--- config.mk ---
export PLATFORM = sky130hd
export DESIGN_NAME = embcpumem_nios2_qsys_0_nios2_oci_dct_packer
export DESIGN_NICKNAME = d
export VERILOG_FILES = /design/src/rtl/embcpumem_oci_pkg.sv /design/src/rtl/embcpumem_nios2_qsys_0_nios2_oci_dct_frame_reg.sv /design/src/rtl/embcpumem_nios2_qsys_0_nios2_oci_dct_packer.sv
export SDC_FILE = /design/constraint.sdc
export NUM_CORES = 1
export LEC_CHECK = 0
export CAP_MARGIN = 20
export CELL_PAD_IN_SITES_DETAIL_PLACEMENT = 0
export CELL_PAD_IN_SITES_GLOBAL_PLACEMENT = 1
export CORE_UTILIZATION = 25
export DETAILED_ROUTE_END_ITERATION = 10
export PLACE_DENSITY_LB_ADDON = 0.1
export REMOVE_ABC_BUFFERS = 1
export SYNTH_ARGS = -nofsm -noshare
export SYNTH_HDL_FRONTEND = slang
export SYNTH_SLANG_ARGS = --single-unit
--- constraint.sdc ---
create_clock -name clk -period 2 [get_ports clk]
set_input_delay 0.4 -clock clk [delete_from_list [all_inputs] [get_ports clk]]
set_output_delay 0.4 -clock clk [all_outputs]
set_load 0.005 [all_outputs]
--- src/rtl/embcpumem_oci_pkg.sv ---
// embcpumem_oci_pkg: shared DCT packer types and constants.
// Code values, packer state, default geometry and the {count, buffer} frame layout.
package embcpumem_oci_pkg;
    localparam int CODE_W    = 2;
    localparam int MAX_CODES = 15;
    localparam int CNT_W     = 4;
    localparam logic [1:0] DCT_NT = 2'b01;
    localparam logic [1:0] DCT_TK = 2'b10;
    localparam logic [1:0] DCT_EX = 2'b11;
    typedef enum logic [1:0] {DISABLED, ACTIVE, DRAIN} dct_state_t;
    typedef struct packed {
        logic [CNT_W-1:0]            count;
        logic [CODE_W*MAX_CODES-1:0] buffer;
    } dct_frame_t;
endpackage

--- src/rtl/embcpumem_nios2_qsys_0_nios2_oci_dct_frame_reg.sv ---
// embcpumem_nios2_qsys_0_nios2_oci_dct_frame_reg: one-deep valid/ready frame holding register.
// o_free tells the producer a load this cycle is accepted (empty, or draining now).
module embcpumem_nios2_qsys_0_nios2_oci_dct_frame_reg #(
    parameter int DATA_W = 34
) (
    input  logic              clk,
    input  logic              reset,
    input  logic              i_load,
    input  logic [DATA_W-1:0] i_data,
    input  logic              i_ready,
    output logic              o_valid,
    output logic [DATA_W-1:0] o_data,
    output logic              o_free
);
    assign o_free = !o_valid || i_ready;

    always_ff @(posedge clk) begin
        if (reset) begin
            o_valid <= 1'b0;
            o_data  <= '0;
        end else if (i_load) begin
            o_valid <= 1'b1;
            o_data  <= i_data;
        end else if (i_ready) begin
            o_valid <= 1'b0;
        end
    end
endmodule

--- src/rtl/embcpumem_nios2_qsys_0_nios2_oci_dct_packer.sv ---
// embcpumem_nios2_qsys_0_nios2_oci_dct_packer: packs branch DCT codes into frames.
// Define EMBCPUMEM_DCT_DROP_CNT_EN to add the saturating drop_cnt output.
module embcpumem_nios2_qsys_0_nios2_oci_dct_packer #(
    parameter int CODE_W    = embcpumem_oci_pkg::CODE_W,
    parameter int MAX_CODES = embcpumem_oci_pkg::MAX_CODES,
    parameter int CNT_W     = embcpumem_oci_pkg::CNT_W
) (
    input  logic                              clk,
    input  logic                              reset,
    input  logic                              trc_en,
    input  logic                              br_valid,
    input  logic                              br_taken,
    input  logic                              br_excp,
    input  logic                              flush,
    output logic [CODE_W*MAX_CODES-1:0]       dct_buffer,
    output logic [CNT_W-1:0]                  dct_count,
    output logic                              frm_valid,
    input  logic                              frm_ready,
    output logic [CNT_W+CODE_W*MAX_CODES-1:0] frm_data,
    output logic                              ovf
`ifdef EMBCPUMEM_DCT_DROP_CNT_EN
    ,
    output logic [7:0]                        drop_cnt
`endif
);
    import embcpumem_oci_pkg::*;

    localparam int BUF_W = CODE_W*MAX_CODES;
    localparam int FRM_W = CNT_W+BUF_W;

    dct_state_t       r_state;
    dct_state_t       w_next;
    logic [BUF_W-1:0] r_buf;
    logic [CNT_W-1:0] r_count;
    logic             r_pend;
    logic             r_ovf;
    logic             w_free;
    logic             w_active;
    logic             w_drain;
    logic             w_ev;
    logic             w_full;
    logic             w_fl;
    logic             w_req;
    logic             w_incl;
    logic             w_emit;
    logic             w_drop;
    logic [CODE_W-1:0] w_code;
    logic [BUF_W-1:0] w_app_buf;
    logic [FRM_W-1:0] w_frm;

    assign w_active  = r_state == ACTIVE;
    assign w_drain   = r_state == DRAIN;
    assign w_ev      = w_active && br_valid;
    assign w_code    = br_excp ? CODE_W'(DCT_EX) : br_taken ? CODE_W'(DCT_TK) : CODE_W'(DCT_NT);
    assign w_full    = r_count == CNT_W'(MAX_CODES);
    assign w_fl      = w_active && (flush || r_pend);
    assign w_app_buf = {r_buf[BUF_W-CODE_W-1:0], w_code};
    // A flushed event joins the outgoing frame only when it still fits.
    assign w_incl    = w_fl && w_ev && !w_full;
    assign w_req     = w_full || (w_fl && (w_ev || |r_count)) || (w_drain && |r_count);
    assign w_emit    = w_req && w_free;
    assign w_drop    = w_ev && w_full && !w_free;
    assign w_frm     = w_incl ? {r_count + CNT_W'(1), w_app_buf} : {r_count, r_buf};
    assign w_next    = (r_state == DISABLED) ? (trc_en ? ACTIVE : DISABLED)
                     : w_active ? (trc_en ? ACTIVE : DRAIN)
                     : ((w_emit || r_count == '0) ? DISABLED : DRAIN);

    always_ff @(posedge clk) begin
        if (reset) begin
            r_state <= DISABLED;
            r_buf   <= '0;
            r_count <= '0;
            r_pend  <= 1'b0;
            r_ovf   <= 1'b0;
        end else begin
            r_state <= w_next;
            if (w_emit) begin
                r_buf   <= (w_ev && w_full) ? BUF_W'(w_code) : '0;
                r_count <= (w_ev && w_full) ? CNT_W'(1) : '0;
            end else if (w_ev && !w_full) begin
                r_buf   <= w_app_buf;
                r_count <= r_count + CNT_W'(1);
            end
            r_pend <= w_fl && w_req && !w_emit;
            if (w_drop) r_ovf <= 1'b1;
        end
    end

`ifdef EMBCPUMEM_DCT_DROP_CNT_EN
    logic [7:0] r_drop;
    always_ff @(posedge clk) begin
        if (reset) r_drop <= '0;
        else if (w_drop && r_drop != 8'hFF) r_drop <= r_drop + 8'd1;
    end
    assign drop_cnt = r_drop;
`endif

    assign dct_buffer = r_buf;
    assign dct_count  = r_count;
    assign ovf        = r_ovf;

    embcpumem_nios2_qsys_0_nios2_oci_dct_frame_reg #(.DATA_W(FRM_W)) u_frame_reg (
        .clk     (clk),
        .reset   (reset),
        .i_load  (w_emit),
        .i_data  (w_frm),
        .i_ready (frm_ready),
        .o_valid (frm_valid),
        .o_data  (frm_data),
        .o_free  (w_free)
    );
endmodule
## Word-level counts from Yosys, hierarchy flattened

Cells that the tools add are included.

- Add/sub/neg operators: 1
- Eq/ne operators: 3
- Multiplexer cells: 16
- Reduce and logical (&&, ||, !) cells: 27

Operators with widths:

| kind | number |
|---|---|
| $mux 30 | 2 |
| $mux 34 | 1 |
| $mux 2 | 7 |
| $logic_and 1x1->1 | 12 |
| $mux 4 | 2 |
| $logic_or 1x1->1 | 6 |
| $add 4x1->4 const B | 1 |
| $eq 4x4->1 const B | 1 |
| $logic_not 1->1 | 4 |
| $logic_not 4->1 | 1 |
| $mux 1 | 4 |
| $reduce_bool 2->1 | 2 |
| $reduce_or 4->1 | 1 |
| $eq 2x1->1 const B | 1 |
| $eq 2x2->1 const B | 1 |
| $logic_not 2->1 | 1 |

- Bits in registers: 73
- Input port bits: 8
- Output and inout port bits: 70
- Logic and storage cells: 54

## Longest topological paths before layout

Gate-level depths: netlist (run 1).

- Word-level depth: 11
- Depth in mapped cells: 8
- Gate-level depth less buffers: 6

## Cells and area by module

From an unflattened synthesis (run 1), not the netlist that was laid out.

- Cell total of the unflattened synthesis: 349
- Area total of the unflattened synthesis: 3364.5 um^2

Modules (own cells, without submodules):

| module | instances | cells each | area each (um^2) | sequential area each (um^2) |
|---|---|---|---|---|
| embcpumem_nios2_qsys_0_nios2_oci_dct_packer | 1 | 235 | 2092.0 | 760.7 |
| embcpumem_nios2_qsys_0_nios2_oci_dct_frame_reg | 1 | 114 | 1272.5 | 700.7 |

## Least setup slack after synthesis (run 1)

OpenSTA, ideal clock, no wires.

- Path type: reg2reg
- From: register r_count[0], in the netlist dct_count[0]
- To: register u_frame_reg.o_data[4]
- Library setup time: 0.136 ns
- Arrival: 1.602 ns
- Required time: 1.864 ns
- Path slack: 0.262 ns
- Stages on the path, launching flop included: 9
- Buffers on the path: 2
- Clock period less this slack: 1.738 ns
- Cell sequence: dfxtp_1 inv_1 ha_1 or3b_4 a21o_1 buf_6 buf_6 a31oi_2 a211oi_2

- Word-level cells in the longest chain between the ends: 6
- Elaborated cells on any way between the ends: 11
- Classes of those cells: eq/ne (1); mux (1); reduce/logical (9)

RTL lines:

| element | RTL line | text |
|---|---|---|
| start: declaration | embcpumem_nios2_qsys_0_nios2_oci_dct_packer.sv:34 | `logic [CNT_W-1:0] r_count;` |
| start signal: assignment | embcpumem_nios2_qsys_0_nios2_oci_dct_packer.sv:79 | `r_count <= (w_ev && w_full) ? CNT_W'(1) : '0;` |
| start signal: assignment | embcpumem_nios2_qsys_0_nios2_oci_dct_packer.sv:82 | `r_count <= r_count + CNT_W'(1);` |
| $reduce_or 4->1 | embcpumem_nios2_qsys_0_nios2_oci_dct_packer.sv:60 | `assign w_req = w_full \|\| (w_fl && (w_ev \|\| \|r_count)) \|\| (w_drain && \|r_count);` |
| $logic_or 1x1->1 | embcpumem_nios2_qsys_0_nios2_oci_dct_packer.sv:60 |  |
| $logic_and 1x1->1 | embcpumem_nios2_qsys_0_nios2_oci_dct_packer.sv:60 |  |
| $logic_or 1x1->1 (2 in a row) | embcpumem_nios2_qsys_0_nios2_oci_dct_packer.sv:60 |  |
| $logic_and 1x1->1 | embcpumem_nios2_qsys_0_nios2_oci_dct_packer.sv:61 | `assign w_emit = w_req && w_free;` |
| end signal: assignment | embcpumem_nios2_qsys_0_nios2_oci_dct_frame_reg.sv:23 | `o_data <= i_data;` |
| end: declaration | embcpumem_nios2_qsys_0_nios2_oci_dct_frame_reg.sv:12 | `output logic [DATA_W-1:0] o_data,` |

Parallel ways exist; a longest one is shown, timed or not.
A chain may end at the register's enable or synchronous reset.

## Worst setup path in the final report (run 1)

- From: input port br_valid
- To: register u_frame_reg.o_data[0]

- Word-level cells in the longest chain between the ends: 6
- Elaborated cells on any way between the ends: 9
- Classes of those cells: mux (1); reduce/logical (8)

RTL lines:

| element | RTL line | text |
|---|---|---|
| start: declaration | embcpumem_nios2_qsys_0_nios2_oci_dct_packer.sv:11 | `input logic br_valid,` |
| $logic_and 1x1->1 * | embcpumem_nios2_qsys_0_nios2_oci_dct_packer.sv:53 | `assign w_ev = w_active && br_valid;` |
| $logic_or 1x1->1 | embcpumem_nios2_qsys_0_nios2_oci_dct_packer.sv:60 |  |
| $logic_and 1x1->1 | embcpumem_nios2_qsys_0_nios2_oci_dct_packer.sv:60 |  |
| $logic_or 1x1->1 (2 in a row) | embcpumem_nios2_qsys_0_nios2_oci_dct_packer.sv:60 |  |
| $logic_and 1x1->1 | embcpumem_nios2_qsys_0_nios2_oci_dct_packer.sv:61 |  |

Every way passes the cells marked *; elsewhere a longest branch is shown, timed or not.

==> results.py, run 1 <==
metrics = {
    "synthesis": {
        "synth.top_cell.area_share": 0.4300,
        "yosysTopAreaCell": "dfxtp_1",
        "syn-mean-instance-area_sq_um": 9.387,
        "ys_ff_latch": 73,
        "synth.yosys.warnings": 0,
        "async_flop_share": 0,
        "ys.flop_type": "dfxtp_1",
        "syn_area_sq_mm": 0.003398,
        "synth_cells": 362,
        "ys_seq_area_frac": 0.4300,
        "synth.distinct_cells": 50,
        "synth_edf_count": 0,
        "synthTopCellsByArea": "dfxtp_1 (43%), mux2i_1 (10%), nand2_1 (7.1%), a211oi_1 (5.5%), a31oi_1 (5.3%)",
    },
    "finish": {
        "fillers": 1376,
        "drive_gt1_frac": 0.1477,
        "area_delta_synth_final_pct": 39.87,
        "multiInputGateArea_sq_mm": 0.001695,
        "layout_common_cells": "clkdlybuf4s50_1 (76), dfxtp_1 (72), nand2_1 (64)",
        "regArea_sq_mm": 0.001463,
        "layout_commonest_cell": "clkdlybuf4s50_1",
        "fin_nets": 453,
        "antenna_cells": 0,
    },
    "power_and_ir_drop": {
        "power_switching_mw": 0.7916,
        "pwr-share-seq": 0.458,
        "p_sw_frac": 0.2418,
        "power.total_mw": 3.274,
        "intPower_mw": 2.482,
        "ir_worst_vdd_mv": 0.3663,
        "pwr-share-comb": 0.098,
        "leakagePower_nw": 1.710,
        "powerDensity_mw_per_mm2": 688.8,
        "clkPwrFrac": 0.445,
    },
    "global_routing": {
        "grtUsageTotal": 0.1487,
        "grt_pass1_wl_um": 16230,
        "use_met1": 0.1865,
        "antenna_found_initial": 0,
        "grt_max_degree": 33,
        "use_met3": 0.04633,
        "grt_pass1_vias": 3019,
        "use_met2": 0.2456,
        "grt_busiest_layer": "met2",
        "overflow": 0,
    },
    "setup_path": {
        "cp-end-kind": "flip-flop",
        "r2r_cells": 7,
        "cpPeakStageDelay_ns": 0.49,
        "crit_chain": "clkdlybuf4s50_1 > and3b_1 > a21o_1 > buf_12 > nand3_2 > mux2i_1",
        "critical_path.n_buffers_inverters": 2,
        "path_depth": 6,
        "worstSetupStartpointType": "input pin",
        "crit_slowest_cell": "clkdlybuf4s50_1",
        "critPathKind": "input pin to flip-flop",
        "r2r-start": "dct_count[0]$_SDFFE_PP0P_",
        "ff2ff_setup_slack_ns": 0.14,
        "crit_arrival_ns": 2.08,
        "worst-path-max-fanout": 25,
        "cp.required_ns": 2.22,
        "r2r_end": "u_frame_reg.o_data[32]$_SDFFE_PP0P_",
        "crit_family": "buffers and inverters",
    },
    "clock_tree": {
        "clk_pin_slew_worst_paths_ns": 0.06,
        "cts_buffers": 9,
        "insertion_delay_ns": 0.33,
        "cts_tree": "yes",
        "cts_root_buf": "clkbuf_16",
        "clock_path_buffers": 2,
        "post-cts-setup-buffers": 0,
        "cts.sinks": 73,
        "htreeDepth": 3,
    },
    "sta": {
        "slew_viol_final": 0,
        "rsz0062_at_grt": "false",
        "worstMarginPinSlew_ns": 0.4009,
        "hold_viol_final": 0,
        "fmax_mhz": 535.7,
        "finalSetupViolCount": 0,
        "setup_ws_ns": 0.1332,
        "period_share": 0.9334,
        "finalClockSkew_ns": 0.003655,
        "period_needed_ns": 1.867,
        "slew-limit-headroom": 0.7314,
    },
    "placed_design": {
        "port_buffers": 77,
        "dp_hpwl_um": 6580,
        "place_ws_ns": -0.2116,
        "place.gp.congestion": 0.7528,
    },
    "hold_path": {
        "worstHoldStart": "reset",
        "holdPathEnd": "dct_buffer[1]$_SDFFE_PP0P_",
        "hold-path-cell-count": 3,
        "hp-class": "input pin to flip-flop",
    },
    "routing": {
        "drc": 0,
        "routed_wl_um": 10120,
        "dr_total_vias": 3025,
        "vias_per_cell": 4.856,
        "antenna_left": 0,
        "first_pass_iters": 4,
        "wl_per_cell_um": 16.24,
        "drtIter0Drc": 172,
    },
    "floorplanning": {
        "fp-row-count": 42,
        "die_area_sq_mm": 0.01406,
        "core_area_sq_mm": 0.01324,
        "start_util": 0.2566,
        "die_w_um": 118.6,
        "boundaryPins": 78,
        "die_h_um": 118.6,
    },
    "job": {
        "cap_violations": 0,
    },
    "run_status": {
        "status": "complete, no violations",
    },
}
[per-stage QoR]
stage	TNS (ns)	hold WS [ns]	area, sq um	cells	util
after floorplan	-4.886	0.4544	3157	327	-
after CTS	0	0.4587	4750	623	0.3587
after detailed placement	-11.48	0.4565	4487	608	0.3388
after global routing	0	0.4747	4753	623	0.3589
after global placement	-8.521	0.4538	4487	608	0.3388
final	0	0.4565	4753	623	0.3589
[final cells by class]
cell class                 count  area share
multi-input combinational    251      0.3567
sequential                    73      0.3077
timing repair buffer         105      0.2316
clock buffer                  11     0.05107
tap                          176     0.04633
clock inverter                 4    0.004212
inverter                       3    0.002369
[registers in the layout, summed over array words and instances (netlist names)]
name,count
u_frame_reg.o_data,34
r_state,2
r_pend,1
ovf,1
u_frame_reg.o_valid,1
dct_buffer,30
dct_count,4
[worst reg2reg max path, cell delays in order (launching register included)]
cell and delay [ns]:
dfxtp_2 0.35, inv_1 0.10, ha_1 0.15, or3b_4 0.42
a21o_1 0.22, buf_12 0.18, nand3_2 0.18, mux2i_1 0.20
[per-layer routing]
metal  up-vias  part of all wire  wire, um
met5         -                 0         0
met4         0            0.0061        62
met3         4             0.051       511
met2        82              0.49      4970
met1      1450              0.45      4572
li1       1489                 -         -
[cell usage after synthesis (all sizes together), types with 4 or more instances]
library cell / count
nand2: 64
nor2: 6
buf: 29
mux2i: 35
a31oi: 33
dfxtp: 73
o211ai: 4
a21oi: 34
nor3: 4
a211oi: 29
clkbuf: 6
nand3: 8
[cell families (layout without fill, tap and decap cells)]
logic type,count (synthesis),in the layout,share of synthesized area
adder cells (fa/ha/maj),2,2,0.007363
XOR/XNOR,3,3,0.007733
buffers and inverters,38,123,0.07437
multiplexers,35,35,0.1031
AO/OA/AOI/OAI,111,111,0.2345
AND/OR/NAND/NOR,100,100,0.1429
flip-flops,73,73,0.4300
[how the worst max path moves through the flow]
stage / start / to
3_3_place_gp: br_valid / u_frame_reg.o_data[32]$_SDFFE_PP0P_
5_1_grt: br_valid / u_frame_reg.o_data[30]$_SDFFE_PP0P_
2_1_floorplan: r_state[1]$_SDFF_PP0_ / dct_buffer[1]$_SDFFE_PP0P_
6_report: br_valid / u_frame_reg.o_data[0]$_SDFFE_PP0P_
3_5_place_dp: br_valid / u_frame_reg.o_data[33]$_SDFFE_PP0P_
4_1_cts: dct_count[0]$_SDFFE_PP0P_ / dct_buffer[28]$_SDFFE_PP0P_
[power by group through the flow]
stage,clock (mW),sequential [mW],combinational [mW]
after floorplan,0,1.53,0.139
after global placement,0,1.53,0.323
after detailed placement,0,1.53,0.324
after CTS,1.52,1.50,0.325
after global routing,1.56,1.50,0.347
final,1.46,1.50,0.320
[what timing repair did]
item                                    CTS  global route
resized for setup                         0             2
endpoints found under the setup margin    0            51
hold buffers                              0             0
No activity file was read; power rests on OpenSTA's default activity.
==> run 2: changes to the inputs <==
- GPL_ROUTABILITY_DRIVEN: unset -> 0
- HOLD_SLACK_MARGIN: unset -> 0.15
==> results of run 2 <==
Final layout, timing and power as in run 1 (identical DEF).
